File: src/rtl/mem_ctrl_pkg.sv
`default_nettype none
// ============================================================================
// Module      : mem_ctrl_pkg
// Description : Shared types and constants for the load-only memory
//               controller: end-token FSM state encoding, the BRAM read
//               latency and an index-width helper.
// Revision    : 1.0 - initial release
// ============================================================================
package mem_ctrl_pkg;

  // End-token handshake states, 2-bit encoding
  typedef enum logic [1:0] {
    IDLE = 2'd0,
    PEND = 2'd1,
    DONE = 2'd2
  } memCtrlState_t;

  // BRAM presents read data one cycle after the enable/address cycle
  localparam int c_BRAM_READ_LATENCY = 1;

  // Width of a port index; at least one bit so single-port builds stay legal
  function automatic int idxWidth(input int n);
    return (n > 1) ? $clog2(n) : 1;
  endfunction

endpackage
`default_nettype wire

File: src/rtl/read_memory_arbiter.sv
`default_nettype none
// ============================================================================
// Module      : read_memory_arbiter
// Description : Purely combinational fixed-priority arbiter. The lowest
//               index request wins; outputs one-hot grant, encoded index
//               and an any-grant flag.
// Revision    : 1.0 - initial release
// ============================================================================
module read_memory_arbiter #(
  parameter int NUM_REQ = 1,
  parameter int IDX_W   = 1
) (
  input  logic [NUM_REQ-1:0] req,
  output logic [NUM_REQ-1:0] grant,
  output logic [IDX_W-1:0]   grantIdx,
  output logic               anyGrant
);

  // Scan from the highest index down so the lowest requesting index is the last writer
  always_comb begin
    grant    = '0;
    grantIdx = '0;
    anyGrant = 1'b0;
    for (int i = NUM_REQ - 1; i >= 0; i--) begin
      if (req[i]) begin
        grant    = '0;
        grant[i] = 1'b1;
        grantIdx = IDX_W'(i);
        anyGrant = 1'b1;
      end
    end
  end

endmodule
`default_nettype wire

File: src/rtl/mem_controller_storeless.sv
`default_nettype none
// ============================================================================
// Module      : mem_controller_storeless
// Description : Load-only BRAM controller. Arbitrates NUM_LOADS load
//               channels onto one BRAM read port, returns each word to its
//               requesting port through a one-entry output slot, and emits
//               memEnd once the end token has arrived and nothing is pending.
// Revision    : 1.0 - initial release
// ============================================================================
module mem_controller_storeless
  import mem_ctrl_pkg::*;
#(
  parameter int NUM_LOADS  = 1,
  parameter int DATA_WIDTH = 32,
  parameter int ADDR_WIDTH = 32
) (
  input  logic                            clk,
  input  logic                            rst,
  input  logic [NUM_LOADS*ADDR_WIDTH-1:0] ldAddr,
  input  logic [NUM_LOADS-1:0]            ldAddr_valid,
  output logic [NUM_LOADS-1:0]            ldAddr_ready,
  output logic [NUM_LOADS*DATA_WIDTH-1:0] ldData,
  output logic [NUM_LOADS-1:0]            ldData_valid,
  input  logic [NUM_LOADS-1:0]            ldData_ready,
  input  logic                            ctrlEnd_valid,
  output logic                            ctrlEnd_ready,
  output logic                            memEnd_valid,
  input  logic                            memEnd_ready,
  input  logic [DATA_WIDTH-1:0]           loadData,
  output logic                            loadEn,
  output logic [ADDR_WIDTH-1:0]           loadAddr,
  output logic                            storeEn,
  output logic [ADDR_WIDTH-1:0]           storeAddr,
  output logic [DATA_WIDTH-1:0]           storeData
);

  localparam int c_IDX_W = idxWidth(NUM_LOADS);

  logic [NUM_LOADS-1:0]            w_eligible;
  logic [NUM_LOADS-1:0]            w_grant;
  logic [c_IDX_W-1:0]              w_grantIdx;
  logic                            w_anyGrant;
  logic                            w_quiet;
  logic                            r_inflightV;
  logic [c_IDX_W-1:0]              r_inflightIdx;
  logic [NUM_LOADS-1:0]            r_dataValid;
  logic [NUM_LOADS*DATA_WIDTH-1:0] r_data;
  memCtrlState_t                   r_state;
  memCtrlState_t                   w_nextState;

  // A port may issue when its slot frees this cycle and it has no read in the BRAM pipe
  for (genvar i = 0; i < NUM_LOADS; i++) begin : g_elig
    assign w_eligible[i] = ldAddr_valid[i]
                         & (~r_dataValid[i] | ldData_ready[i])
                         & ~(r_inflightV & (r_inflightIdx == c_IDX_W'(i)));
  end

  read_memory_arbiter #(
    .NUM_REQ (NUM_LOADS),
    .IDX_W   (c_IDX_W)
  ) u_arbiter (
    .req      (w_eligible),
    .grant    (w_grant),
    .grantIdx (w_grantIdx),
    .anyGrant (w_anyGrant)
  );

  assign ldAddr_ready = w_grant;
  assign loadEn       = w_anyGrant;

  // One-hot AND-OR mux of the granted address; zero when nothing is granted
  always_comb begin
    loadAddr = '0;
    for (int i = 0; i < NUM_LOADS; i++) begin
      if (w_grant[i]) begin
        loadAddr = loadAddr | ldAddr[i*ADDR_WIDTH +: ADDR_WIDTH];
      end
    end
  end

  assign storeEn   = 1'b0;
  assign storeAddr = '0;
  assign storeData = '0;

  // Track which port owns the word the BRAM returns next cycle
  always_ff @(posedge clk) begin
    if (!rst) begin
      r_inflightV   <= 1'b0;
      r_inflightIdx <= '0;
    end else begin
      r_inflightV <= w_anyGrant;
      if (w_anyGrant) begin
        r_inflightIdx <= w_grantIdx;
      end
    end
  end

  // Per-port output slots: a returning word beats a same-cycle drain
  for (genvar i = 0; i < NUM_LOADS; i++) begin : g_slot
    always_ff @(posedge clk) begin
      if (!rst) begin
        r_dataValid[i]                       <= 1'b0;
        r_data[i*DATA_WIDTH +: DATA_WIDTH]   <= '0;
      end else if (r_inflightV && (r_inflightIdx == c_IDX_W'(i))) begin
        r_dataValid[i]                       <= 1'b1;
        r_data[i*DATA_WIDTH +: DATA_WIDTH]   <= loadData;
      end else if (ldData_ready[i]) begin
        r_dataValid[i]                       <= 1'b0;
      end
    end
  end

  assign ldData       = r_data;
  assign ldData_valid = r_dataValid;

  // No read in flight, nothing buffered and nothing requesting
  assign w_quiet = ~r_inflightV & ~(|r_dataValid) & ~(|ldAddr_valid);

  // End-token FSM state register
  always_ff @(posedge clk) begin
    if (!rst) begin
      r_state <= IDLE;
    end else begin
      r_state <= w_nextState;
    end
  end

  // End-token FSM next-state logic
  always_comb begin
    w_nextState = r_state;
    case (r_state)
      IDLE:    if (ctrlEnd_valid) w_nextState = PEND;
      PEND:    if (w_quiet)       w_nextState = DONE;
      DONE:    if (memEnd_ready)  w_nextState = IDLE;
      default:                    w_nextState = IDLE;
    endcase
  end

  // End-token FSM outputs
  always_comb begin
    ctrlEnd_ready = (r_state == IDLE);
    memEnd_valid  = (r_state == DONE);
  end

endmodule
`default_nettype wire
File: config.mk
export PLATFORM = sky130hd
export DESIGN_NAME = mem_controller_storeless
export DESIGN_NICKNAME = d
export VERILOG_FILES = /design/src/rtl/mem_ctrl_pkg.sv /design/src/rtl/read_memory_arbiter.sv /design/src/rtl/mem_controller_storeless.sv
export SDC_FILE = /design/constraint.sdc
export NUM_CORES = 1
export LEC_CHECK = 0
export ABC_AREA = 1
export CORE_MARGIN = 1
export CORE_UTILIZATION = 28
export DETAILED_ROUTE_END_ITERATION = 10
export HOLD_SLACK_MARGIN = 0.12
export MAX_ROUTING_LAYER = met4
export PLACE_DENSITY = 0.75
export SLEW_MARGIN = 20
export SYNTH_ARGS = -nofsm -noshare
export SYNTH_HDL_FRONTEND = slang
export SYNTH_HIERARCHICAL = 1
export SYNTH_SLANG_ARGS = --single-unit
File: constraint.sdc
create_clock -name clk -period 1.9 [get_ports clk]
set_clock_uncertainty 0.05 [all_clocks]
set_input_delay 0.38 -clock clk [delete_from_list [all_inputs] [get_ports clk]]
set_output_delay 0.38 -clock clk [all_outputs]
set_load 0.03 [all_outputs]
* Word-level counts from Yosys, hierarchy flattened
Cells that the tools add are included.
Storage, ports and cells: bits in registers 36, bits of input ports 70, output and inout bits 134, word-level logic and storage cells 28
Cells by class: eq/ne operators 5, multiplexer cells 8, bitwise gates (word level) 8, reduce and logical (&&, ||, !) cells 3
Operator list (number):
- two-way mux 32 bit | 1
- two-way mux 2 bit | 3
- case mux 2 bit (3 select lines) | 1
- AND 1 bit | 4
- != test 2 bit (second input constant) | 2
- two-way mux 1 bit | 3
- inverter 1 bit | 3
- AND reduction 3 bit | 1
- == test 2 x 1 -> 1 bit (second input constant) | 1
- == test 2 bit (second input constant) | 1
- logical NOT 2 bit | 1
- != test 2 x 1 -> 1 bit (second input constant) | 1
- nonzero test 2 bit | 1
- bitwise OR 1 bit | 1

* Longest topological paths before layout
Gate-level depths: netlist of the first run.
depth in word-level cells 6, depth in mapped cells 8, depth with buffers taken out 6

* By module
The synthesis of the first run kept the hierarchy.
Modules (own cells, without submodules):
- mem_controller_storeless | times used 1, cells each 304, area an instance 2080.7 um^2, sequential area each 740.7 um^2
- read_memory_arbiter | times used 1, cells each 4, area an instance 26.3 um^2, sequential area each 0.0 um^2

* Worst setup path after synthesis of the first run
OpenSTA, ideal clock, no wires.
kind register to output, start register r_dataValid (netlist: ldData_valid), end output loadAddr[0], data arrival time 1467 ps, data required time 1470 ps, slack 3 ps, stages on the path, launching flop included 9, buffers on the path 2, cells stage by stage dfxtp_1 inv_1 or2_2 nand2_1 nor2_1 buf_4 buf_2 nand2_1 inv_1
On the way: cells in the longest elaborated chain, start to end 6
Ends and longest elaborated chain:
- start: declaration | line mem_controller_storeless.sv:46 | logic [NUM_LOADS-1:0] r_dataValid;
- start signal: indexed assignment | line mem_controller_storeless.sv:102 | r_dataValid[i] <= 1'b0;
- start signal: indexed assignment | line mem_controller_storeless.sv:105 | r_dataValid[i] <= 1'b1;
- start signal: indexed assignment | line mem_controller_storeless.sv:108 | r_dataValid[i] <= 1'b0;
- inverter 1 bit | line mem_controller_storeless.sv:54 | & (~r_dataValid[i] | ldData_ready[i])
- bitwise OR 1 bit | line mem_controller_storeless.sv:54
- AND 1 bit | line mem_controller_storeless.sv:54
- AND 1 bit | line mem_controller_storeless.sv:55 | & ~(r_inflightV & (r_inflightIdx == c_IDX_W'(i)));
- named net w_eligible | line mem_controller_storeless.sv:39 | logic [NUM_LOADS-1:0] w_eligible;
- two-way mux 1 bit | line read_memory_arbiter.sv:25 | if (req[i]) begin
- named net ldAddr_ready | line mem_controller_storeless.sv:21 | output logic [NUM_LOADS-1:0] ldAddr_ready,
- two-way mux 32 bit | line mem_controller_storeless.sv:75 | if (w_grant[i]) begin
- end: declaration | line mem_controller_storeless.sv:31 | output logic [ADDR_WIDTH-1:0] loadAddr,
The timed path passes the listed nets, and every way through them passes these cells.

* Worst setup path in the final report of the first run
start register r_dataValid (netlist: ldData_valid), end output loadEn
On the way: cells in the longest elaborated chain, start to end 5
Ends and longest elaborated chain:
- inverter 1 bit | line mem_controller_storeless.sv:54
- bitwise OR 1 bit | line mem_controller_storeless.sv:54
- AND 1 bit | line mem_controller_storeless.sv:54
- AND 1 bit | line mem_controller_storeless.sv:55
- two-way mux 1 bit | line read_memory_arbiter.sv:25
- end: declaration | line mem_controller_storeless.sv:30 | output logic loadEn,
No other way between the ends.

==> results of run 1 <==
worst max-delay path: cells and delay by family, from the launching register on:
kind	cells	cell delay (ns)
buf+inv	5	0.56
flops	1	0.34
simple gates	3	0.36
how the worst min path moves through the flow:
stage	cells past startpoint	slack (ns)	endpoint	from
after floorplan	2	0.46	ldData[2]	loadData[2]
after global placement	2	0.44	ldData[14]	ldData[14]
after detailed placement	2	0.45	ldData[15]	ldData[15]
after CTS	3	0.46	ldData_valid	ldData_ready
after global routing	3	0.49	ldData_valid	ldData_ready
final	2	0.47	ldData[30]	ldData[30]
layout make-up:
type	count	share of cell area
clock inverters	3	0.0122
multi-input cells	215	0.266
flip-flops and latches	37	0.196
clock buffers	5	0.0182
repair buffers	155	0.433
well taps	99	0.0327
inverters	41	0.0420
sequential cells by signal, summed over array words and instances, names as in the netlist:
| name | count |
|---|---|
| ldData | 32 |
| r_inflightIdx | 1 |
| r_state | 2 |
| r_inflightV | 1 |
| ldData_valid | 1 |
synthesized netlist by cell type, drive strengths merged:
cell / instances / share of area
or2: 1 / 0.0030
conb: 2 / 0.0036
nand2: 37 / 0.066
clkbuf: 1 / 0.0024
a21oi: 3 / 0.0071
buf: 79 / 0.28
nor3: 1 / 0.0024
o21ai: 34 / 0.081
nor2: 71 / 0.13
a31oi: 1 / 0.0030
dfxtp: 37 / 0.35
inv: 41 / 0.073
power groups by stage:
stage | combinational [mW] | clock [mW] | sequential [mW]
floorplan | 0.532 | 0 | 0.981
global placement | 0.883 | 0 | 0.878
detailed placement | 0.892 | 0 | 0.879
CTS | 1.00 | 0.716 | 0.864
global route | 1.12 | 0.744 | 0.871
finish | 1.05 | 0.687 | 0.863
cells by family (layout without fill, tap and decap cells):
family,count (synthesis),in the layout,share of synthesized area
buf+inv,121,204,0.353
simple gates,110,111,0.201
compound gates,38,38,0.0909
flops,37,37,0.352
other cells,2,66,0.00356
through the flow:
stage / util / power [mW] / TNS (ns) / hold slack [ns]
after floorplan: - / 1.51 / 0 / 0.465
after global placement: 0.448 / 1.76 / -26.23 / 0.441
after CTS: 0.503 / 2.58 / -2.05 / 0.465
after global routing: 0.522 / 2.73 / -2.67 / 0.493
after detailed placement: 0.448 / 1.77 / -29.95 / 0.448
final: 0.522 / 2.60 / -0.525 / 0.467
metal layers:
layer,track usage,vias up,routed length (um),part of all wire
li1,-,1074,-,-
met1,0.164,983,2550,0.38
met2,0.276,112,3380,0.51
met3,0.0373,6,672,0.10
met4,0.0396,0,63,0.0095
met5,-,-,0,0
layout by cell type, fill, tap and decap left out, drive strengths merged:
cell type       n
clkinv          1
nand2          37
clkdlybuf4s50  99
buf            51
o21ai          34
clkbuf          6
clkinvlp        1
nor2           72
a21oi           3
dfxtp          37
conb           66
a31oi           1
inv            41
or2             1
nor3            1
bufinv          1
dlygate4sd2     4
what timing repair did:
action	in CTS	in global routing
cloned	3	0
pin swaps	4	4
buffers inserted	7	4
resized for setup	54	59
setup endpoints to repair	38	34
==> Implementation_results.wiki, run 1 <==
{| class="wikitable"
! Metric !! Value
|-
| Worst endpoint required time || 1.47 ns
|-
| Worst ir drop on vdd || 0.000462 V
|-
| Critical Path Slowest Stage Cell || sky130_fd_sc_hd__dfxtp_2
|-
| Failing checks || negative setup slack
|-
| Power share of the sequential group || 0.332
|-
| Minimum clock period || 1.95 ns
|-
| Fin nets || 525
|-
| Routability Congestion || 0.704
|-
| Crit path to || loadEn
|-
| Setup violations, final || 24
|-
| Maximum buffer depth of the clock tree || 2
|-
| Initial antenna violation count || 0
|-
| Number of buffers added to fix hold violations after cts || 0
|-
| Internal power component || 1.65 mW
|-
| Cell seen most often among critical-path stages || sky130_fd_sc_hd__buf_6
|-
| Clk pin slew, worst setup/hold paths || 0.07 ns
|-
| Top-level I/O count || 204
|-
| Sinks on the clock net || 37
|-
| Part of the cycle the worst path needs || 1.03
|-
| Pin count of the biggest net entering global routing || 36
|-
| Wire length of the first global-routing pass || 8860 um
|-
| Post-Place Setup Slack || -0.907 ns
|-
| Number of buffers created by CTS || 5
|-
| Pre-Repair DR Iteration Count || 4
|-
| Initial Util || 0.290
|-
| Htree depth || 2
|-
| Worst reg2reg path startpoint || r_inflightIdx
|-
| Post-detailed-placement half-perimeter wirelength || 4290 um
|-
| Count of state elements after synthesis || 37
|-
| Area of the placeable core || 0.00725 mm^2
|-
| Rel. slew slack || 0.610
|-
| Final worst setup slack || -0.0529 ns
|-
| Final hold violations || 0
|-
| Wire length reported by the detailed router || 6660 um
|-
| Worst reg2reg path endpoint || ldData[23]
|-
| CTS tree || done
|-
| Routed via count divided by cell count || 3.92
|-
| Post-Syn Area || 0.00211 mm^2
|-
| Count of final max-slew check failures || 0
|-
| Proportion of layout cells with a drive suffix above 1 || 0.259
|-
| Post-Synthesis Mean Instance Area || 6.84 um^2
|-
| Timing-limited maximum frequency || 512 MHz
|-
| Critical path capture point type || output port
|-
| Tot GR Track Use || 0.152
|-
| Standard-cell row count || 31
|-
| Part of the power in the clock network || 0.265
|-
| Cell area reported after detailed placement || 0.00325 mm^2
|-
| Critical Setup Path Class || reg2out
|-
| Final Instance Area || 0.00378 mm^2
|-
| Routed vias || 2175
|-
| Ordered list of cells on the worst path || inv_2, or2_4, nand2_4, buf_6, nor2_4, buf_6, buf_4, buf_6
|-
| Comb power frac || 0.403
|-
| Clk Latency, worst-skew pair || 0.28 ns
|-
| Critical Path Start Type || flop
|-
| Largest driver fanout on the critical path || 10
|-
| Number of fill cells || 663
|-
| Die extent in y || 88.7 um
|-
| Remaining Overflow, GRT || 0
|-
| Number of cells after detailed placement || 535
|-
| Multi-input logic area || 0.00100 mm^2
|-
| Layout overhead on the synthesized area || 79.6%
|-
| Average wire per cell in the routed design || 12.0 um
|-
| Post-route insts no fill || 555
|-
| Count of cell types in the netlist || 16
|-
| Switching Power || 950 uW
|-
| Count of maximum capacitance violations || 0
|-
| Horizontal die dimension || 88.7 um
|-
| Unrepaired setup endpoints after global routing || true
|-
| CTS Root Cell || sky130_fd_sc_hd__clkbuf_8
|-
| R2r setup slk || 0.28 ns
|-
| Antenna-violating nets left || 0
|-
| Net switching share of the total power || 0.366
|-
| Synthesized instance count || 308
|-
| Arrival time at the worst endpoint || 1.52 ns
|-
| Class of the tightest hold or removal check || reg2reg
|-
| Run status || finished with violations
|-
| Reg area || 742 um^2
|-
| Critical path launch point || ldData_valid
|-
| Antenna fix cells || 0
|-
| Sequential fraction of the synthesis area || 0.352
|-
| Yosys warning total || 6
|-
| Violation count after the first detailed-route iteration || 47
|-
| Static power due to leakage || 1.92 nW
|-
| # DRC || 0
|-
| Count of input and output buffers || 138
|-
| Maximum single-stage delay on the critical path || 0.34 ns
|-
| Number of cells on the worst reg-to-reg path || 5
|-
| Number of global-route vias before repair || 1885
|-
| PwrDens || 687 mW/mm^2
|-
| Transition time at the pin with the least slew margin || 0.584 ns
|-
| Die Area || 0.00788 mm^2
|}
Power figures use the tool's default switching activity.
==> run 2, diff against run 1 <==
SLEW_MARGIN = default   (was 20)
==> results of run 2 <==
Same layout as run 1: the final DEF is identical, and so are final timing and power.
